$ cat src/rtl/hc_multi.sv
// Multi-channel hysteresis comparator with per-channel debounce, edge pulses
// and an optional sticky interrupt (enabled by defining HC_MULTI_IRQ_EN).
module hc_multi #(
  parameter int WIDTH    = 8,
  parameter int NCH      = 4,
  parameter int DEBOUNCE = 3
) (
  input  logic                 clk,
  input  logic                 rst_n,
  input  logic                 en,
  input  logic [WIDTH-1:0]     th,
  input  logic [NCH*WIDTH-1:0] ts1,
  input  logic [NCH*WIDTH-1:0] ts2,
  output logic [NCH-1:0]       out,
  output logic [NCH-1:0]       rise,
  output logic [NCH-1:0]       fall,
  output logic                 irq,
  input  logic                 irq_clr
);

  localparam int EW = WIDTH + 2;
  localparam int CW = $clog2(DEBOUNCE + 1);
  localparam logic [CW-1:0] CNT_LAST = CW'(DEBOUNCE - 1);
  localparam logic [CW-1:0] CNT_ONE  = CW'(1);

  typedef enum logic [1:0] {
    LOW     = 2'd0,
    UP_PEND = 2'd1,
    HIGH    = 2'd2,
    DN_PEND = 2'd3
  } state_t;

  // Two guard bits keep the difference of any two extremes, and -th, exact.
  function automatic logic signed [EW-1:0] sdiff(input logic [WIDTH-1:0] a,
                                                 input logic [WIDTH-1:0] b);
    logic signed [EW-1:0] ea;
    logic signed [EW-1:0] eb;
    ea = {{2{a[WIDTH-1]}}, a};
    eb = {{2{b[WIDTH-1]}}, b};
    return ea - eb;
  endfunction

  logic signed [EW-1:0] th_p0;
  logic signed [EW-1:0] nth_p0;

  assign th_p0  = {2'b00, th};
  assign nth_p0 = -th_p0;

  for (genvar ch = 0; ch < NCH; ch++) begin : g_ch
    logic signed [EW-1:0] diff_p0;
    logic                 up_p0;
    logic                 dn_p0;
    state_t               state_p1;
    logic [CW-1:0]        cnt_p1;
    logic                 rise_p1;
    logic                 fall_p1;

    // Stage p0: combinational compare of the live samples
    assign diff_p0 = sdiff(ts1[ch*WIDTH +: WIDTH], ts2[ch*WIDTH +: WIDTH]);
    assign up_p0   = diff_p0 > th_p0;
    assign dn_p0   = diff_p0 < nth_p0;

    // Stage p1: registered hysteresis state, debounce count and edge pulses
    always_ff @(posedge clk or negedge rst_n) begin
      if (!rst_n) begin
        state_p1 <= LOW;
        cnt_p1   <= '0;
        rise_p1  <= 1'b0;
        fall_p1  <= 1'b0;
      end else begin
        rise_p1 <= 1'b0;
        fall_p1 <= 1'b0;
        case (state_p1)
          LOW: begin
            if (en && up_p0) begin
              if (DEBOUNCE == 1) begin
                state_p1 <= HIGH;
                rise_p1  <= 1'b1;
              end else begin
                state_p1 <= UP_PEND;
                cnt_p1   <= CNT_ONE;
              end
            end
          end
          UP_PEND: begin
            if (en) begin
              if (up_p0 && cnt_p1 == CNT_LAST) begin
                state_p1 <= HIGH;
                cnt_p1   <= '0;
                rise_p1  <= 1'b1;
              end else if (up_p0) begin
                cnt_p1 <= cnt_p1 + CNT_ONE;
              end else begin
                state_p1 <= LOW;
                cnt_p1   <= '0;
              end
            end
          end
          HIGH: begin
            if (en && dn_p0) begin
              if (DEBOUNCE == 1) begin
                state_p1 <= LOW;
                fall_p1  <= 1'b1;
              end else begin
                state_p1 <= DN_PEND;
                cnt_p1   <= CNT_ONE;
              end
            end
          end
          DN_PEND: begin
            if (en) begin
              if (dn_p0 && cnt_p1 == CNT_LAST) begin
                state_p1 <= LOW;
                cnt_p1   <= '0;
                fall_p1  <= 1'b1;
              end else if (dn_p0) begin
                cnt_p1 <= cnt_p1 + CNT_ONE;
              end else begin
                state_p1 <= HIGH;
                cnt_p1   <= '0;
              end
            end
          end
          default: begin
            state_p1 <= LOW;
            cnt_p1   <= '0;
          end
        endcase
      end
    end

    assign out[ch]  = (state_p1 == HIGH) || (state_p1 == DN_PEND);
    assign rise[ch] = rise_p1;
    assign fall[ch] = fall_p1;
  end

`ifdef HC_MULTI_IRQ_EN
  logic irq_p2;

  // Stage p2: sticky interrupt, a new pulse outranks a same-cycle clear
  always_ff @(posedge clk or negedge rst_n) begin
    if (!rst_n) begin
      irq_p2 <= 1'b0;
    end else if ((|rise) || (|fall)) begin
      irq_p2 <= 1'b1;
    end else if (irq_clr) begin
      irq_p2 <= 1'b0;
    end
  end

  assign irq = irq_p2;
`else
  logic unused_irq_clr;

  assign unused_irq_clr = irq_clr;
  assign irq            = 1'b0;
`endif

endmodule

$ cat config.mk
export PLATFORM = sky130hd
export DESIGN_NAME = hc_multi
export DESIGN_NICKNAME = d
export VERILOG_FILES = /design/src/rtl/hc_multi.sv
export SDC_FILE = /design/constraint.sdc
export NUM_CORES = 1
export LEC_CHECK = 0
export CAP_MARGIN = 15
export CORE_ASPECT_RATIO = 1.2
export CORE_MARGIN = 2
export CORE_UTILIZATION = 35
export CTS_CLUSTER_DIAMETER = 150
export DETAILED_ROUTE_END_ITERATION = 8
export PLACE_DENSITY = 0.71
export SLEW_MARGIN = 15
export SYNTH_ARGS = -nofsm -noshare
export SYNTH_HDL_FRONTEND = slang
export SYNTH_SLANG_ARGS = --single-unit
export TNS_END_PERCENT = 100
$ cat constraint.sdc
create_clock -name clk -period 1.9 [get_ports clk]
set_input_delay 0.38 -clock clk [delete_from_list [all_inputs] [get_ports clk]]
set_output_delay 0.38 -clock clk [all_outputs]
set_load 0.01 [all_outputs]
# Word level (Yosys, flattened, before mapping)
# Index checks and enable logic that the tools add are counted.
dict set report word_totals {
  output_inout_bits 13
  inputBits 76
  regBits 24
}
dict set report op_classes {
  magnitude_cmp 8
  addsub 9
  eq_ne 40
  n_reduce_logical 32
  mux 92
}
# cell n
set ops {}
lappend ops {{$mux 2} 60}
lappend ops {{$pmux 2 s4} 8}
lappend ops {{$lt 9x10->1} 4}
lappend ops {{$gt 9x9->1} 4}
lappend ops {{$sub 8x8->9} 4}
lappend ops {{$ne 2x2->1 const B} 16}
lappend ops {{$eq 2x2->1 const B} 12}
lappend ops {{$mux 1} 24}
lappend ops {{$ne 3x3->1 const B} 8}
lappend ops {{$reduce_and 6->1} 4}
lappend ops {{$logic_and 1x1->1} 16}
lappend ops {{$reduce_and 4->1} 4}
lappend ops {{$neg 8->10} 1}
lappend ops {{$add 2x1->2 const B} 4}
lappend ops {{$eq 2x1->1 const B} 4}
lappend ops {{$logic_not 2->1} 4}
lappend ops {{$logic_or 1x1->1} 4}

# Depth between registers and ports, before layout
# Gate-level depths: netlist of run 1.
dict set report logic_depth {
  word_depth 6
  mapped_depth 17
  mapped_depth_nobuf 17
}

# Worst setup path before layout of run 1
# No wires, ideal clock.
dict set report synth_path {
  kind {input port to flip-flop}
  from {input ts1[0]}
  to {register g_ch[0].cnt_p1[1]}
  arrival_ps 3372
  setup_time_ps 124
  slack_ps -1596
  cell_stages 16
  path_cell_list {inv_1 -> ha_1 -> inv_1 -> fa_1 -> a211oi_2 -> o21bai_1 -> a21oi_1 -> xnor2_1 -> ha_1 -> or4_4 -> o2bb2ai_2 -> a21oi_1 -> maj3_2 -> o21ai_4 -> nor2b_2 -> a211o_1}
}
dict set report synth_between {
  elab_chain_len 6
  word_cells_on_any_way 17
  classes_between {add/sub (1); order compare (2); eq/ne (2); mux (7); reduce/logical (5)}
}
# item line
set synth_rtl {}
lappend synth_rtl {{from (decl)} 12} ;# input logic [NCH*WIDTH-1:0] ts1,
lappend synth_rtl {{$sub 8x8->9 (*)} 40} ;# return ea - eb;
lappend synth_rtl {{$lt 9x10->1 or $gt 9x9->1 (tied branches)} {61, 60}}
lappend synth_rtl {{$mux 2 (tied with other cells)} 116} ;# end else if (dn_p0) begin
lappend synth_rtl {{$mux 2 (on tied branches)} {112, 87}}
lappend synth_rtl {{$mux 2 (on tied branches)} {111, 86}}
lappend synth_rtl {{$pmux 2 s4} 73} ;# case (state_p1)
lappend synth_rtl {{to (signal assigned)} 92} ;# cnt_p1 <= cnt_p1 + CNT_ONE;
lappend synth_rtl {{to (signal assigned)} 117} ;# cnt_p1 <= cnt_p1 + CNT_ONE;
lappend synth_rtl {{to (decl)} 54} ;# logic [CW-1:0] cnt_p1;
# Every way passes the cells marked *; elsewhere a longest branch is shown, timed or not. The select of a mux whose other input is x is not followed.
# A chain may end at the register's enable or synchronous reset.

# Worst setup path in the final report of run 1
dict set report layout_path {
  from {input ts1[0]}
  to {register g_ch[0].state_p1[1]}
}
dict set report layout_between {
  elab_chain_len 6
  word_cells_on_any_way 17
  classes_between {add/sub (1); order compare (2); eq/ne (4); mux (5); reduce/logical (5)}
}
# item line
set layout_rtl {}
lappend layout_rtl {{$sub 8x8->9 (*)} 40}
lappend layout_rtl {{$lt 9x10->1 or $gt 9x9->1 (tied branches)} {61, 60}}
lappend layout_rtl {{$logic_and 1x1->1 (on tied branches)} {112, 87}}
lappend layout_rtl {{$mux 2 (on tied branches)} {112, 87}}
lappend layout_rtl {{$mux 2 (on tied branches)} {111, 86}}
lappend layout_rtl {{$pmux 2 s4} 73}
lappend layout_rtl {{to (signal assigned)} 77} ;# state_p1 <= HIGH;
lappend layout_rtl {{to (signal assigned)} 80} ;# state_p1 <= UP_PEND;
lappend layout_rtl {{to (signal assigned)} 113} ;# state_p1 <= LOW;
lappend layout_rtl {{to (decl)} 53} ;# state_t state_p1;
# Marks and branches as above.

==> results_dict.tcl, run 1 <==
set metrics [dict create \
    status "finished with violations" \
    violations "negative setup slack" \
    synth_ff_type "dfrtp_1" \
    drc 0 \
    cp.arrival_ns 3.45 \
    tritoncts "built" \
    syn_area_sq_mm 0.004104 \
    final_common_cell "buf_4" \
    die-width_microns 102.9 \
    crit_required_ns 2.05 \
    ys_seq_elements 24 \
    cts.clk_slew.worst_paths_ns 0.07 \
    final_cell_mix "buf_4, ha_1, inv_1" \
    cts_root_buffer "clkbuf_16" \
    grt_max_degree 25 \
    drive_gt1_frac 0.4824 \
    nNetsFinal 896 \
    intPower_uw 2838 \
    initial_core_util 0.3564 \
    postLayoutSetupSlackWorst_ns -1.402 \
    min_period_ns 3.302 \
    rr_startpoint "g_ch[3].state_p1[1]$_DFFE_PN0P_" \
    max_freq_mhz 302.9 \
    cp_slowest_cell "or4_4" \
    path_buf_inv 4 \
    synth.top_cell.area_share 0.3171 \
    powerDensity_mw_per_mm2 627.5 \
    vias 4445 \
    pwr-share-clk 0.127 \
    peakVddDrop_mv 0.4921 \
    synth_warnings 0 \
    cts-htree-levels 1 \
    clk_path_buf_depth 2 \
    critical-path-max-stage-delay_ns 0.52 \
    cp_top_family "compound AO/OA/AOI/OAI gates" \
    holdBufCountCts 0 \
    startpoint "ts1[0]" \
    synth_cell_type_count 56 \
    worstHoldPathType "in2async" \
    routed_via_density 5.121 \
    cp_cell_sequence "buf_8 > inv_12 > ha_4 > inv_4 > fa_2 > a211oi_4 > o21bai_2 > a21oi_2 > xnor2_2 > ha_2 > or4_4 > o2bb2ai_4 > a21oi_2 > maj3_2 > o21ai_4 > buf_6 > nand2_2 > a21o_1" \
    post_drt_wl_per_cell_microns 15.46 \
    drt_wl_total_mm 13.42 \
    p_seq_frac 0.167 \
    yosysSeqAreaShare 0.1463 \
    syn2layout_area_growth_pct 84.27 \
    dieArea_sq_mm 0.01261 \
    place_hpwl_mm 9.438 \
    antenna_found_initial 0 \
    worstSetupStartpointType "input pin" \
    synth.largest_area_cell "ha_1" \
    portBuffers 86 \
    syn_nets 675 \
    drt_iter0_drc 110 \
    grtUsageTotal 0.1984 \
    fin_cells 868 \
    maxCapViolations 0 \
    numCtsBuffers 3 \
    ys_top_cells_by_area "ha_1, dfrtp_1, inv_1, a21oi_1, xnor2_1" \
    period_share 1.738 \
    antenna_cells 0 \
    core-area_sq_mm 0.01151 \
    swShare 0.4019 \
    whs_ns 0.4866 \
    finalHoldViolations 0 \
    overflow 0 \
    maxSlewViolCount 0 \
    gp_congestion 0.9212 \
    grt_pass1_wl_mm 20.51 \
    syn_inst 491 \
    final_core_util 0.6568 \
    cpMostUsedCell "a21oi_2" \
    endpoint_kind "flop" \
    crit_type "in2reg" \
    first_pass_iters 4 \
    row_count 43 \
    die_h_microns 122.6 \
    ant_nets 0 \
    cp_max_fo 4 \
    power_uw 4745 \
    p_sw_uw 1907 \
    synth-async-reset-ratio 1.000 \
    cellLeakagePower_uw 0.003526 \
    grt_setup_unrepaired "yes" \
    p_comb_frac 0.707 \
    io_pins 89 \
    syn_area_per_cell_sq_um 8.358 \
    synth_edf_count 0 \
    setup_viol 24 \
    dp.cells 826 \
    clock-skew-final_ns 0.003983 \
    grt_pass1_vias 4665 \
    clkSinkCount 24 \
    worst_skew_pair.late_latency_ns 0.26 \
]
## worst paths after layout
check / to / slack (ns) / cells after the start
worst max register to register: g_ch[3].cnt_p1[1]$_DFFE_PN0P_ / 0.36 / 6
worst min register to register: g_ch[3].cnt_p1[1]$_DFFE_PN0P_ / 0.51 / 1
min in group clk: g_ch[3].cnt_p1[1]$_DFFE_PN0P_ / 0.51 / 1
worst min-delay path: g_ch[1].cnt_p1[0]$_DFFE_PN0P_ / 0.49 / 2
worst max-delay path: g_ch[0].state_p1[1]$_DFFE_PN0P_ / -1.40 / 18
max in group asynchronous: g_ch[2].state_p1[0]$_DFFE_PN0P_ / 1.18 / 2
## routing by layer
layer | global-route usage | up-vias | share of wire
met3 | 0.01481 | 26 | 0.030
met1 | 0.2328 | 2120 | 0.41
met5 | 0 | - | 0
li1 | - | 2203 | -
met4 | 0.03947 | 0 | 0.021
met2 | 0.3877 | 96 | 0.54
## state kept, by name (all words and copies together) (netlist names)
name and count:
g_ch.rise_p1 4, g_ch.fall_p1 4, g_ch.state_p1 8, g_ch.cnt_p1 8
## cell families (layout without fill, tap and decap cells)
| family | Yosys count | in the layout | share of synthesized area |
|---|---|---|---|
| muxes | 4 | 4 | 0.01067 |
| xor gates and xnor gates | 25 | 25 | 0.05335 |
| AOI/OAI and AO/OA | 137 | 137 | 0.2308 |
| other | 1 | 1 | 0.0009138 |
| adders and majority gates | 109 | 109 | 0.3393 |
| DFF | 24 | 24 | 0.1463 |
| and+or+nand+nor | 103 | 103 | 0.1299 |
| buffers and inverters | 88 | 308 | 0.08872 |
## cell usage after synthesis (4+ instances only)
| cell | instances |
|---|---|
| a21o_1 | 18 |
| buf_4 | 9 |
| a21oi_1 | 30 |
| fa_1 | 4 |
| o21a_1 | 10 |
| xnor2_1 | 17 |
| nor3_1 | 9 |
| nand4_1 | 6 |
| nor2b_1 | 13 |
| a22o_1 | 4 |
| nor4_1 | 7 |
| ha_1 | 104 |
| clkbuf_1 | 6 |
| nand2b_1 | 8 |
| o21ai_0 | 25 |
| nand3_1 | 10 |
| inv_1 | 73 |
| xor2_1 | 8 |
| a2111oi_0 | 5 |
| dfrtp_1 | 24 |
| o211ai_1 | 7 |
| nor2_1 | 21 |
| o31ai_1 | 5 |
| nand2_1 | 18 |
## final cells by class
cell class                 instances  area, sq um
clock buffer                       3        75.07
clock inverter                     1        30.03
fill                             877         3951
inverter                          73        324.1
multi-input combinational        379         4334
sequential                        24        600.6
tap                              157        196.4
timing repair buffer             231         2002
## repair_timing
item | CTS | global route
gates resized for setup | 251 | 78
pin swaps | 122 | 62
buffers inserted | 31 | 11
setup endpoints to repair | 24 | 24
## power groups by stage
stage / clock [uW] / sequential, uW / combinational (uW)
global placement: 0 / 765 / 2280
CTS: 600 / 776 / 2890
detailed placement: 0 / 775 / 2390
floorplan: 0 / 741 / 1460
global route: 627 / 809 / 3640
finish: 600 / 791 / 3350
## stage by stage
stage / cell area, sq um / setup TNS (ns) / worst slack (ns)
2_1_floorplan: 4322 / -21.47 / -1.370
3_3_place_gp: 6105 / -41.65 / -2.002
3_5_place_dp: 6105 / -43.38 / -2.114
4_1_cts: 7086 / -24.41 / -1.363
5_1_grt: 7562 / -27.87 / -1.538
6_report: 7562 / -25.24 / -1.402
Power figures use the tool's default switching activity.
==> inputs of run 2 (changes only) <==
--- a/config.mk
+++ b/config.mk
@@ -6,7 +6,6 @@
 export NUM_CORES = 1
 export LEC_CHECK = 0
 export CAP_MARGIN = 15
-export CORE_ASPECT_RATIO = 1.2
 export CORE_MARGIN = 2
 export CORE_UTILIZATION = 35
 export CTS_CLUSTER_DIAMETER = 150
==> constraint.sdc (replaced) <==
create_clock -name clk -period 1.9 [get_ports clk]
set_input_delay 0.38 -clock clk [delete_from_list [all_inputs] [get_ports clk]]
set_output_delay 0.38 -clock clk [all_outputs]
set_load 0.005 [all_outputs]
==> run 2 against run 1 <==
- the flow still finishes with violations (negative setup slack)
- global-route usage up 1.2 points
- critical path depth up 2
- sequential share of layout area down 0.23 points
- core utilization up 2.5 points
- sequential power up 3%
- fmax up 0.87%
- count of clock-buffer cells in the layout unchanged
- power up 2.8%
- flip-flop and latch count unchanged
- combinational power up 3%
- wire length up 2.4%
- via count up 2.4%
- highest routed layer unchanged
==> results_dict.tcl, run 2 (same netlist as run 1, synthesis figures left out) <==
set metrics [dict create \
    status "finished with violations" \
    violations "negative setup slack" \
    postLayoutSetupSlackWorst_ns -1.374 \
    grt_pass1_vias 5113 \
    grt_pass1_wl_mm 22.44 \
    clkSinkCount 24 \
    antenna_found_initial 0 \
    core-area_sq_mm 0.01142 \
    cp.arrival_ns 3.42 \
    post_drt_wl_per_cell_microns 15.93 \
    worstSetupStartpointType "input pin" \
    max_freq_mhz 305.5 \
    portBuffers 86 \
    setup_viol 24 \
    cts_root_buffer "clkbuf_16" \
    place_ws_ns -2.112 \
    worstHoldPathType "in2async" \
    period_share 1.723 \
    nNetsFinal 905 \
    overflow 0 \
    vias 4552 \
    cts.clk_slew.worst_paths_ns 0.07 \
    die_h_microns 112.3 \
    maxSlewViolCount 0 \
    tritoncts "built" \
    cellLeakagePower_uw 0.003601 \
    die-width_microns 112.3 \
    power_uw 4876 \
    powerDensity_mw_per_mm2 626.0 \
    largest_registers "g_ch.cnt_p1 x8, g_ch.state_p1 x8" \
    endpoint_kind "flop" \
    grt_setup_unrepaired "yes" \
    gp_congestion 0.8653 \
    r2r_end "g_ch[2].cnt_p1[1]$_DFFE_PN0P_" \
    first_pass_iters 4 \
    drive_gt1_frac 0.5319 \
    grtUsageTotal 0.2104 \
    syn2layout_area_growth_pct 89.79 \
    drt_wl_total_mm 13.75 \
    final_common_cell "buf_4" \
    peakVddDrop_mv 0.4221 \
    routed_via_density 5.275 \
    row_count 39 \
    dieArea_sq_mm 0.01261 \
    final_cell_mix "buf_4, ha_1, inv_1" \
    drt_iter0_drc 207 \
    min_period_ns 3.274 \
    finalHoldViolations 0 \
    final_core_util 0.6821 \
    ant_nets 0 \
    drc 0 \
    maxCapViolations 0 \
    clk_path_buf_depth 2 \
    crit_type "in2reg" \
    crit_required_ns 2.05 \
    whs_ns 0.4767 \
    tns_ns -24.46 \
    num-fill-cells 807 \
    place_hpwl_mm 9.801 \
    r2r_slack_ns 0.29 \
    rr_startpoint "g_ch[2].state_p1[1]$_DFFE_PN0P_" \
    worst_skew_pair.late_latency_ns 0.26 \
    antenna_cells 0 \
    io_pins 89 \
    grt_max_degree 25 \
    cts-htree-levels 1 \
    cp_max_fo 4 \
    rr_worst_depth 5 \
    clock-skew-final_ns 0.003034 \
    initial_core_util 0.3594 \
    holdBufCountCts 0 \
    numCtsBuffers 3 \
]
[run 2: cell count changes in the layout (fill, tap and decap cells not counted), sizes merged]
cell	previous run	this run
buf	162	173
dlygate4sd2	25	27
clkbuf	4	3
clkdlybuf4s15	5	4
clkdlybuf4s50	33	32
dlymetal6s2s	5	4
[run 2: metrics by stage]
stage / instances / area (sq um)
finish: 863 / 7789
global route: 863 / 7789
CTS: 852 / 7233
detailed placement: 818 / 6132
global placement: 818 / 6132
floorplan: 491 / 4322
[run 2: cell type report]
class,instances,area [sq um],area share
Multi-Input combinational cell,379,4523,0.5807
Timing Repair Buffer,240,2057,0.2641
Sequential cell,24,600.6,0.07711
Inverter,73,324.1,0.04161
Tap cell,143,178.9,0.02297
Clock buffer,3,75.07,0.009639
Clock inverter,1,30.03,0.003855
[run 2: how the worst max path moves through the flow]
stage                       from  depth (start not counted)  slack (ns)                         endpoint
after floorplan           ts1[0]                         16       -1.37    g_ch[0].cnt_p1[1]$_DFFE_PN0P_
final                     ts1[0]                         20       -1.37  g_ch[0].state_p1[1]$_DFFE_PN0P_
after CTS                 ts1[0]                         20       -1.36  g_ch[0].state_p1[1]$_DFFE_PN0P_
after global placement    ts1[0]                         18       -2.05  g_ch[0].state_p1[1]$_DFFE_PN0P_
after detailed placement  ts1[0]                         18       -2.11    g_ch[0].cnt_p1[0]$_DFFE_PN0P_
after global routing      ts1[0]                         20       -1.50    g_ch[0].cnt_p1[1]$_DFFE_PN0P_
[run 2: where the power goes]
group	switching, uW	total (uW)	internal, uW
registers	173	811	638
clock network	185	604	419
logic	1580	3460	1880
[run 2: layer usage]
metal | routed length, microns | track usage
met5 | 0 | 0
met4 | 412 | 0.05366
met3 | 514 | 0.02484
met1 | 5233 | 0.2181
met2 | 7587 | 0.4382
[run 2: worst max-delay path, cell delays in order]
cell and delay, ns:
buf_8 0.11, inv_12 0.04, ha_4 0.12, inv_4 0.04, buf_6 0.10, a21o_1 0.19
a21oi_2 0.22, o21bai_4 0.08, a21oi_4 0.15, o21ai_2 0.09, xor2_2 0.18, ha_2 0.20
or4_4 0.52, o2bb2ai_4 0.13, a21oi_2 0.06, maj3_2 0.34, o21ai_4 0.16, buf_6 0.13
nand2_2 0.04, a21o_1 0.15
[run 2: what timing repair did]
item	in CTS	in global routing
resized for setup	275	81
buffers inserted	33	13
endpoints found under the setup margin	24	24
pin swaps	128	82
